<file path="src/rtl/sync_fifo_pkg.sv">
// ============================================================================
// Module : sync_fifo_pkg
// Brief  : Shared FIFO sizing helpers and status-flag type (sync and async FIFOs)
// Rev    : 1.0
// ============================================================================
`default_nettype none

package sync_fifo_pkg;

  // Pointer carries one wrap bit above the RAM address.
  function automatic int ptr_wdt(input int addr_wdt);
    return addr_wdt + 1;
  endfunction

  function automatic int depth_of(input int addr_wdt);
    return 1 << addr_wdt;
  endfunction

  typedef struct packed {
    logic full;
    logic empty;
    logic afull;
    logic aempty;
  } fifo_flags_t;

endpackage

`default_nettype wire

</file>
<file path="src/rtl/sync_fifo_if.sv">
// ============================================================================
// Module : sync_fifo_if
// Brief  : Push/pop bus; overflow/underflow exist only with SYNC_FIFO_ERR_FLAG_EN
// Rev    : 1.0
// ============================================================================
`default_nettype none

interface sync_fifo_if
  import sync_fifo_pkg::*;
#(
  parameter int ADDR_WDT = 4,
  parameter int DATA_WDT = 8
);
  logic                              wr_en;
  logic [DATA_WDT-1:0]               din;
  logic                              rd_en;
  logic [DATA_WDT-1:0]               dout;
  logic                              dout_vld;
  logic                              full;
  logic                              empty;
  logic                              almost_full;
  logic                              almost_empty;
  logic [ptr_wdt(ADDR_WDT)-1:0]      count;
`ifdef SYNC_FIFO_ERR_FLAG_EN
  logic                              overflow;
  logic                              underflow;

  modport master (
    output wr_en, din, rd_en,
    input  dout, dout_vld, full, empty, almost_full, almost_empty, count,
           overflow, underflow
  );

  modport slave (
    input  wr_en, din, rd_en,
    output dout, dout_vld, full, empty, almost_full, almost_empty, count,
           overflow, underflow
  );
`else
  modport master (
    output wr_en, din, rd_en,
    input  dout, dout_vld, full, empty, almost_full, almost_empty, count
  );

  modport slave (
    input  wr_en, din, rd_en,
    output dout, dout_vld, full, empty, almost_full, almost_empty, count
  );
`endif

endinterface

`default_nettype wire

</file>
<file path="src/rtl/ram.sv">
// ============================================================================
// Module : ram
// Brief  : Dual-port RAM, read-before-write, sync read plus optional output reg
// Rev    : 1.0
// ============================================================================
`default_nettype none

module ram #(
  parameter int ADDR_WDT = 4,
  parameter int DATA_WDT = 8,
  parameter int DOUT_REG = 1
) (
  input  wire logic                clka,
  input  wire logic                clkb,
  input  wire logic                rst,
  input  wire logic                wea,
  input  wire logic [ADDR_WDT-1:0] addra,
  input  wire logic [DATA_WDT-1:0] dina,
  input  wire logic                web,
  input  wire logic [ADDR_WDT-1:0] addrb,
  input  wire logic [DATA_WDT-1:0] dinb,
  output logic      [DATA_WDT-1:0] doutb
);

  logic [DATA_WDT-1:0] mem_q [2**ADDR_WDT];
  logic [DATA_WDT-1:0] rd_q;

  // Both write ports commit in one process so the array has a single driver.
  always_ff @(posedge clka) begin
    if (wea) mem_q[addra] <= dina;
    if (web) mem_q[addrb] <= dinb;
  end

  always_ff @(posedge clkb) begin
    if (rst)       rd_q <= '0;
    else if (!web) rd_q <= mem_q[addrb];
  end

  generate
    if (DOUT_REG != 0) begin : g_dout_reg
      logic [DATA_WDT-1:0] out_q;
      always_ff @(posedge clkb) begin
        if (rst)       out_q <= '0;
        else if (!web) out_q <= rd_q;
      end
      assign doutb = out_q;
    end else begin : g_dout_comb
      assign doutb = rd_q;
    end
  endgenerate

endmodule

`default_nettype wire

</file>
<file path="src/rtl/sync_fifo.sv">
// ============================================================================
// Module : sync_fifo
// Brief  : Single-clock FIFO over ram; sticky error flags with SYNC_FIFO_ERR_FLAG_EN
// Rev    : 1.0
// ============================================================================
`default_nettype none

module sync_fifo
  import sync_fifo_pkg::*;
#(
  parameter int ADDR_WDT  = 4,
  parameter int DATA_WDT  = 8,
  parameter int AFULL_TH  = 2**ADDR_WDT - 2,
  parameter int AEMPTY_TH = 2
) (
  input wire logic  clk,
  input wire logic  rst_n,
  sync_fifo_if.slave bus
);

  localparam int PTR_WDT = ptr_wdt(ADDR_WDT);
  localparam int DEPTH   = depth_of(ADDR_WDT);

  localparam fifo_flags_t FLAGS_RST = '{
    full:   1'b0,
    empty:  1'b1,
    afull:  (AFULL_TH <= 0),
    aempty: (AEMPTY_TH >= 0)
  };

  logic                wr_acc;
  logic                rd_acc;
  logic [PTR_WDT-1:0]  wptr_q,  wptr_d;
  logic [PTR_WDT-1:0]  rptr_q,  rptr_d;
  logic [PTR_WDT-1:0]  count_q, count_d;
  fifo_flags_t         flags_q, flags_d;
  logic                rd_pend_q, rd_pend_d;
  logic                dout_vld_q, dout_vld_d;
  logic [DATA_WDT-1:0] ram_doutb;

  always_comb begin
    rd_acc  = bus.rd_en & ~flags_q.empty;
    // A push while full is taken only when a pop frees a slot this cycle.
    wr_acc  = bus.wr_en & (~flags_q.full | rd_acc);

    wptr_d  = wptr_q + PTR_WDT'(wr_acc);
    rptr_d  = rptr_q + PTR_WDT'(rd_acc);
    count_d = count_q + PTR_WDT'(wr_acc) - PTR_WDT'(rd_acc);

    flags_d.full   = (count_d == PTR_WDT'(DEPTH));
    flags_d.empty  = (count_d == '0);
    flags_d.afull  = (int'(count_d) >= AFULL_TH);
    flags_d.aempty = (int'(count_d) <= AEMPTY_TH);

    // Two RAM register stages between an accepted pop and valid data.
    rd_pend_d  = rd_acc;
    dout_vld_d = rd_pend_q;
  end

  always_ff @(posedge clk or negedge rst_n) begin
    if (!rst_n) begin
      wptr_q     <= '0;
      rptr_q     <= '0;
      count_q    <= '0;
      flags_q    <= FLAGS_RST;
      rd_pend_q  <= 1'b0;
      dout_vld_q <= 1'b0;
    end else begin
      wptr_q     <= wptr_d;
      rptr_q     <= rptr_d;
      count_q    <= count_d;
      flags_q    <= flags_d;
      rd_pend_q  <= rd_pend_d;
      dout_vld_q <= dout_vld_d;
    end
  end

`ifdef SYNC_FIFO_ERR_FLAG_EN
  logic overflow_q,  overflow_d;
  logic underflow_q, underflow_d;

  always_comb begin
    overflow_d  = overflow_q  | (bus.wr_en & ~wr_acc);
    underflow_d = underflow_q | (bus.rd_en & ~rd_acc);
  end

  always_ff @(posedge clk or negedge rst_n) begin
    if (!rst_n) begin
      overflow_q  <= 1'b0;
      underflow_q <= 1'b0;
    end else begin
      overflow_q  <= overflow_d;
      underflow_q <= underflow_d;
    end
  end

  assign bus.overflow  = overflow_q;
  assign bus.underflow = underflow_q;
`endif

  ram #(
    .ADDR_WDT (ADDR_WDT),
    .DATA_WDT (DATA_WDT),
    .DOUT_REG (1)
  ) u_ram (
    .clka  (clk),
    .clkb  (clk),
    .rst   (!rst_n),
    .wea   (wr_acc),
    .addra (wptr_q[ADDR_WDT-1:0]),
    .dina  (bus.din),
    .web   (1'b0),
    .addrb (rptr_q[ADDR_WDT-1:0]),
    .dinb  ({DATA_WDT{1'b0}}),
    .doutb (ram_doutb)
  );

  assign bus.dout         = ram_doutb;
  assign bus.dout_vld     = dout_vld_q;
  assign bus.full         = flags_q.full;
  assign bus.empty        = flags_q.empty;
  assign bus.almost_full  = flags_q.afull;
  assign bus.almost_empty = flags_q.aempty;
  assign bus.count        = count_q;

endmodule

`default_nettype wire

</file>
<file path="src/flat_wrapper.sv">
// flat-port wrapper written by rule: the top's interface ports become plain ports
module sync_fifo_flat import sync_fifo_pkg::*;
#(
  parameter int ADDR_WDT  = 4,
  parameter int DATA_WDT  = 8,
  parameter int AFULL_TH  = 2**ADDR_WDT - 2,
  parameter int AEMPTY_TH = 2
)
  (clk, rst_n, bus_wr_en, bus_din, bus_rd_en, bus_dout, bus_dout_vld, bus_full, bus_empty, bus_almost_full, bus_almost_empty, bus_count);
  sync_fifo_if #(.ADDR_WDT(ADDR_WDT), .DATA_WDT(DATA_WDT)) bus_i ();
  input wire logic clk;
  input wire logic rst_n;
  input wire logic [$bits(bus_i.wr_en)-1:0] bus_wr_en;
  input wire logic [$bits(bus_i.din)-1:0] bus_din;
  input wire logic [$bits(bus_i.rd_en)-1:0] bus_rd_en;
  output wire logic [$bits(bus_i.dout)-1:0] bus_dout;
  output wire logic [$bits(bus_i.dout_vld)-1:0] bus_dout_vld;
  output wire logic [$bits(bus_i.full)-1:0] bus_full;
  output wire logic [$bits(bus_i.empty)-1:0] bus_empty;
  output wire logic [$bits(bus_i.almost_full)-1:0] bus_almost_full;
  output wire logic [$bits(bus_i.almost_empty)-1:0] bus_almost_empty;
  output wire logic [$bits(bus_i.count)-1:0] bus_count;
  assign bus_i.wr_en = bus_wr_en;
  assign bus_i.din = bus_din;
  assign bus_i.rd_en = bus_rd_en;
  assign bus_dout = bus_i.dout;
  assign bus_dout_vld = bus_i.dout_vld;
  assign bus_full = bus_i.full;
  assign bus_empty = bus_i.empty;
  assign bus_almost_full = bus_i.almost_full;
  assign bus_almost_empty = bus_i.almost_empty;
  assign bus_count = bus_i.count;
  sync_fifo #(.ADDR_WDT(ADDR_WDT), .DATA_WDT(DATA_WDT), .AFULL_TH(AFULL_TH), .AEMPTY_TH(AEMPTY_TH)) u_core (.clk(clk), .rst_n(rst_n), .bus(bus_i));
endmodule
</file>
<file path="config.mk">
export PLATFORM = sky130hd
export DESIGN_NAME = sync_fifo_flat
export DESIGN_NICKNAME = d
export VERILOG_FILES = /design/src/rtl/sync_fifo_pkg.sv /design/src/rtl/sync_fifo_if.sv /design/src/rtl/ram.sv /design/src/rtl/sync_fifo.sv /design/src/flat_wrapper.sv
export SDC_FILE = /design/constraint.sdc
export NUM_CORES = 1
export LEC_CHECK = 0
export BUFFER_PORTS_ARGS = -buffer_cell sky130_fd_sc_hd__buf_2
export CORE_ASPECT_RATIO = 1.5
export CORE_MARGIN = 2
export CORE_UTILIZATION = 40
export CTS_CLUSTER_SIZE = 25
export DETAILED_ROUTE_END_ITERATION = 10
export MAX_ROUTING_LAYER = met4
export SYNTH_ARGS = -nofsm -noshare
export SYNTH_HDL_FRONTEND = slang
export SYNTH_SLANG_ARGS = --single-unit
</file>
<file path="constraint.sdc">
create_clock -name clk -period 2.5 [get_ports clk]
set_input_delay 0.125 -clock clk [delete_from_list [all_inputs] [get_ports clk]]
set_output_delay 0.125 -clock clk [all_outputs]
set_load 0.03 [all_outputs]
</file>
==> impl_summary.md <==
Job
The number of max-capacitance violations reported is 0.

Timing
The max-slew headroom at the worst pin is 0.507. Setup repair after global routing left no endpoint under its margin. In the finished design, the share of the clock period the worst path needs comes to 0.923.

The worst-case setup margin in the final layout is between 0.15 and 0.2 ns. Counting I/O delays and the setup requirement, the final critical path takes approximately 2.3 ns. At the pin with the least slew margin, the transition time is roughly 0.74 ns.

Timing would allow up to 0.433 GHz. In the final timing run, aggregate negative setup slack is 0 ns. The maximum clock skew at final layout is about 0.0075 ns. The final count of pins violating max slew is 0.

The number of endpoints failing setup at the final stage is 0. Across all hold checks on the routed design, the worst slack comes to 0.0469 ns. The hold violation total from the final report is 0.

Cells and area
From synthesis to final layout, the design area changed by 17.7%. Of the cells placed in the final design, the portion with a size suffix greater than 1 is 0.240. The repair_antennas step left the layout with diodes totalling 0.

Measured on the finished design, the core utilization comes to 0.477. Counting the fill cells in the layout gives around 1300. The total number of nets in the final design is between 400 and 500. Leaving out filler cells and counting taps, the final layout contains 645.

Clock network
The deepest clock path buffer count is 2. TritonCTS built the clock tree. The total CTS buffers is 17. The TritonCTS sink count is ~160. The root buffer cell chosen for the clock tree is clkbuf_16.

The later-pin clock latency in the skew report is ~0.42 ns. The clock-pin slew reported for the worst setup and hold paths after clock tree synthesis is ~0.060 ns. The H-tree generated during clock tree synthesis spans 4 levels.

Critical path
In this run the critical register-to-register path is captured at u_core.bus.full. The kind of capture point of the worst setup path is a flip-flop. The number of cells on the worst reg-to-reg path is 8. The worst setup path is of the flip-flop to flip-flop kind. At the worst endpoint, the required time is ~2.8 ns. The flop-to-flop setup slack is around 0.19 ns. The type of element launching the critical path is a flip-flop. The data arrival time at the worst-slack endpoint is ~2.7 ns. In this run the critical register-to-register path is launched from u_core.bus.empty. The highest fanout seen on the critical path is 5.

Global routing
For this run, the total global-route usage over all layers was measured as 0.162. The via count of the first global-routing pass came to between 3000 and 4000. The first global-routing pass estimated between 15 and 20 mm of wire. The initial antenna violation count is 0. Entering global routing, the biggest net connects 31 pins. Summed over all layers, the global routing overflow is 0.

Drt
Detailed routing inserted a total of 3314 vias. The number of routed nets with antenna violations is 0. The DRC violations left is 0.

Dividing the detail-routed wire length by the instance count gives 19.1 µm. In the routed layout, each cell is associated on average with a via count of between 5 and 6. For this run, the detailed router's first-pass iteration total came to 4. The final routed wirelength across all metal layers is 12.3 mm.

The first routing iteration left around 260 violations.

Logic synthesis
The area share of the largest cell type after synthesis is 0.609. Summed over all instances, the cell type with the most area after synthesis is edfxtp_1. The mapped cell area is approximately 6300 µm².

By area the synthesized netlist is led by edfxtp_1 (61%), mux2i_1 (8.9%), dfrtp_1 (6.7%), dfxtp_1 (5.1%), a22oi_1 (3.6%). The number of instances in the synthesized netlist is roughly 370. The synthesized netlist contains 39 unique library cells. The most used flip-flop cell after synthesis is edfxtp_1. The number of nets in the synthesized netlist is 391. The number of warnings issued by yosys is 0.

The post-synthesis register bit count is between 150 and 200. The register area share after synthesis is 0.736. In this run, synthesis inferred around 130 flip-flops with an integrated enable. Averaged over all synthesized cells, the footprint is roughly 17 µm². The fraction of registers with async set/reset is 0.117.

Pwr
The internal power of the cells totals between 6 and 7 mW. The switching component of the power is slightly below 3 mW. The logic gate share of total power is 0.299. Of the total power, the share spent switching nets is 0.331. Of the total power, the clock network draws 0.282. The proportion of power drawn by flip-flops and latches is 0.419. The analysis attributes to cell leakage a power of between 2 and 3 nW.

The worst IR drop on VDD is around 0.0010 V. In this run the power density over the cells is 1210 nW/µm².

Floorplanning
The row count is between 50 and 60. The core footprint is around 16000 µm². In this run the horizontal extent of the chip is about 110 µm. The die boundary height is 158 µm.

The starting density of the core is 0.405. The area of the die is around 17000 µm². 30 I/O pins were placed.

Place
The count of buffers added on input and output ports is 29. The placed instance count is roughly 610. The pre-CTS worst setup slack is ~0.11 ns. The congestion estimate from routability-driven global placement came to a little over 0.8. The post-DP HPWL is 8.12 mm.

Run status
The flow ran to the end, and the final reports show no timing, DRC or antenna violations.

Min path
The class of the worst hold path is input port to async pin.
## power by group through the flow
stage,Sequential (mW),Clock [mW],Combinational [mW]
2_1_floorplan,3.80,0,2.02
3_3_place_gp,3.81,0,2.66
3_5_place_dp,3.83,0,2.72
4_1_cts,3.78,2.59,2.72
5_1_grt,3.84,2.71,2.93
6_report,3.77,2.54,2.69
## state kept, by name, summed over array words and instances, names as in the netlist, 4 cells and up
name / count
u_core.bus.count: 5
u_core.u_ram.doutb: 8
u_core.wptr_q: 4
u_core.u_ram.rd_q: 8
u_core.u_ram.mem_q: 128
u_core.rptr_q: 4
## metrics by stage
step / power, mW / cell area [µm²]
after floorplan: 5.82 / 6320
after global placement: 6.47 / 6830
after detailed placement: 6.55 / 6830
after CTS: 9.09 / 7420
after global routing: 9.48 / 7420
final: 9.01 / 7420
## layer usage
layer,part of all wire,vias to the layer above,track usage
met3,0.038,20,0.0362
met4,0.025,0,0.0761
li1,-,1546,-
met2,0.55,76,0.286
met5,0,-,-
met1,0.39,1672,0.174
## cell usage after synthesis (5+ instances only)
| cell type | instances |
|---|---|
| nand2_1 | 8 |
| a22oi_1 | 30 |
| dfxtp_1 | 16 |
| edfxtp_1 | 128 |
| and2_1 | 11 |
| ha_1 | 7 |
| nand3_1 | 18 |
| xor2_1 | 5 |
| dfrtp_1 | 17 |
| nor2_1 | 10 |
| mux2i_1 | 56 |
| buf_2 | 8 |
## how the worst max path moves through the flow
stage,slack (ns),depth (start not counted),end,start
final,0.19,8,u_core.bus.full,u_core.bus.empty
after global placement,0.18,9,u_core.bus.almost_empty,u_core.bus.empty
after detailed placement,0.11,9,u_core.bus.almost_empty,u_core.bus.empty
after floorplan,0.006,10,u_core.bus.almost_empty,u_core.bus.empty
after CTS,0.11,9,u_core.bus.almost_empty,u_core.bus.empty
after global routing,0.04,8,u_core.bus.full,u_core.bus.empty
## layout make-up
class | count | area [µm²] | share of cell area
clock buffers | 18 | 429 | 0.0578
well taps | 203 | 254 | 0.0342
inverters | 5 | 18.8 | 0.00253
multi-input cells | 184 | 1540 | 0.208
repair buffers | 58 | 378 | 0.0509
clock inverters | 14 | 153 | 0.0206
flip-flops and latches | 163 | 4650 | 0.626
## critical path: stages, from the launching register on
cell	delay (ns)
dfstp_2	0.52
nor2b_1	0.09
o21ai_4	0.17
inv_2	0.08
ha_1	0.23
fa_2	0.36
xor2_1	0.21
or3_1	0.35
nor3b_1	0.21
## repair_timing
item | 4_1_cts | 5_1_grt
buffers inserted | 0 | 0
hold buffers | 1 | 0
resized for setup | 0 | 0
setup endpoints to repair | 0 | 1
hold endpoints to repair | 17 | 0
## cell usage in the layout, fill, tap and decap left out, types with 2 or more instances in the layout
cell	n
buf_4	27
nor2_1	10
nor3_1	4
xnor2_2	2
xnor2_1	3
edfxtp_1	128
nand2b_1	3
clkinv_2	2
clkbuf_16	17
o211ai_1	2
inv_1	4
and2_1	11
nor4_2	2
a21o_1	2
mux4_2	4
clkinvlp_4	4
mux2i_1	56
dfxtp_1	16
bufinv_16	2
ha_1	7
nand2_1	8
buf_2	29
xor2_1	5
nor2b_1	4
nand3b_1	2
a22oi_1	30
dfrtp_1	16
inv_6	5
nand3_1	18
dfstp_2	2
## cell families (layout without fill, tap and decap cells)
| family | after synthesis | count (layout) | share of synthesized area |
|---|---|---|---|
| flops | 163 | 163 | 0.736 |
| simple gates | 67 | 67 | 0.0559 |
| mux | 60 | 60 | 0.103 |
| compound gates | 39 | 39 | 0.0472 |
| buf+inv | 24 | 95 | 0.0244 |
| xor+xnor | 10 | 10 | 0.0163 |
| fa+ha+maj | 8 | 8 | 0.0171 |
No activity file was read; power rests on OpenSTA's default activity.
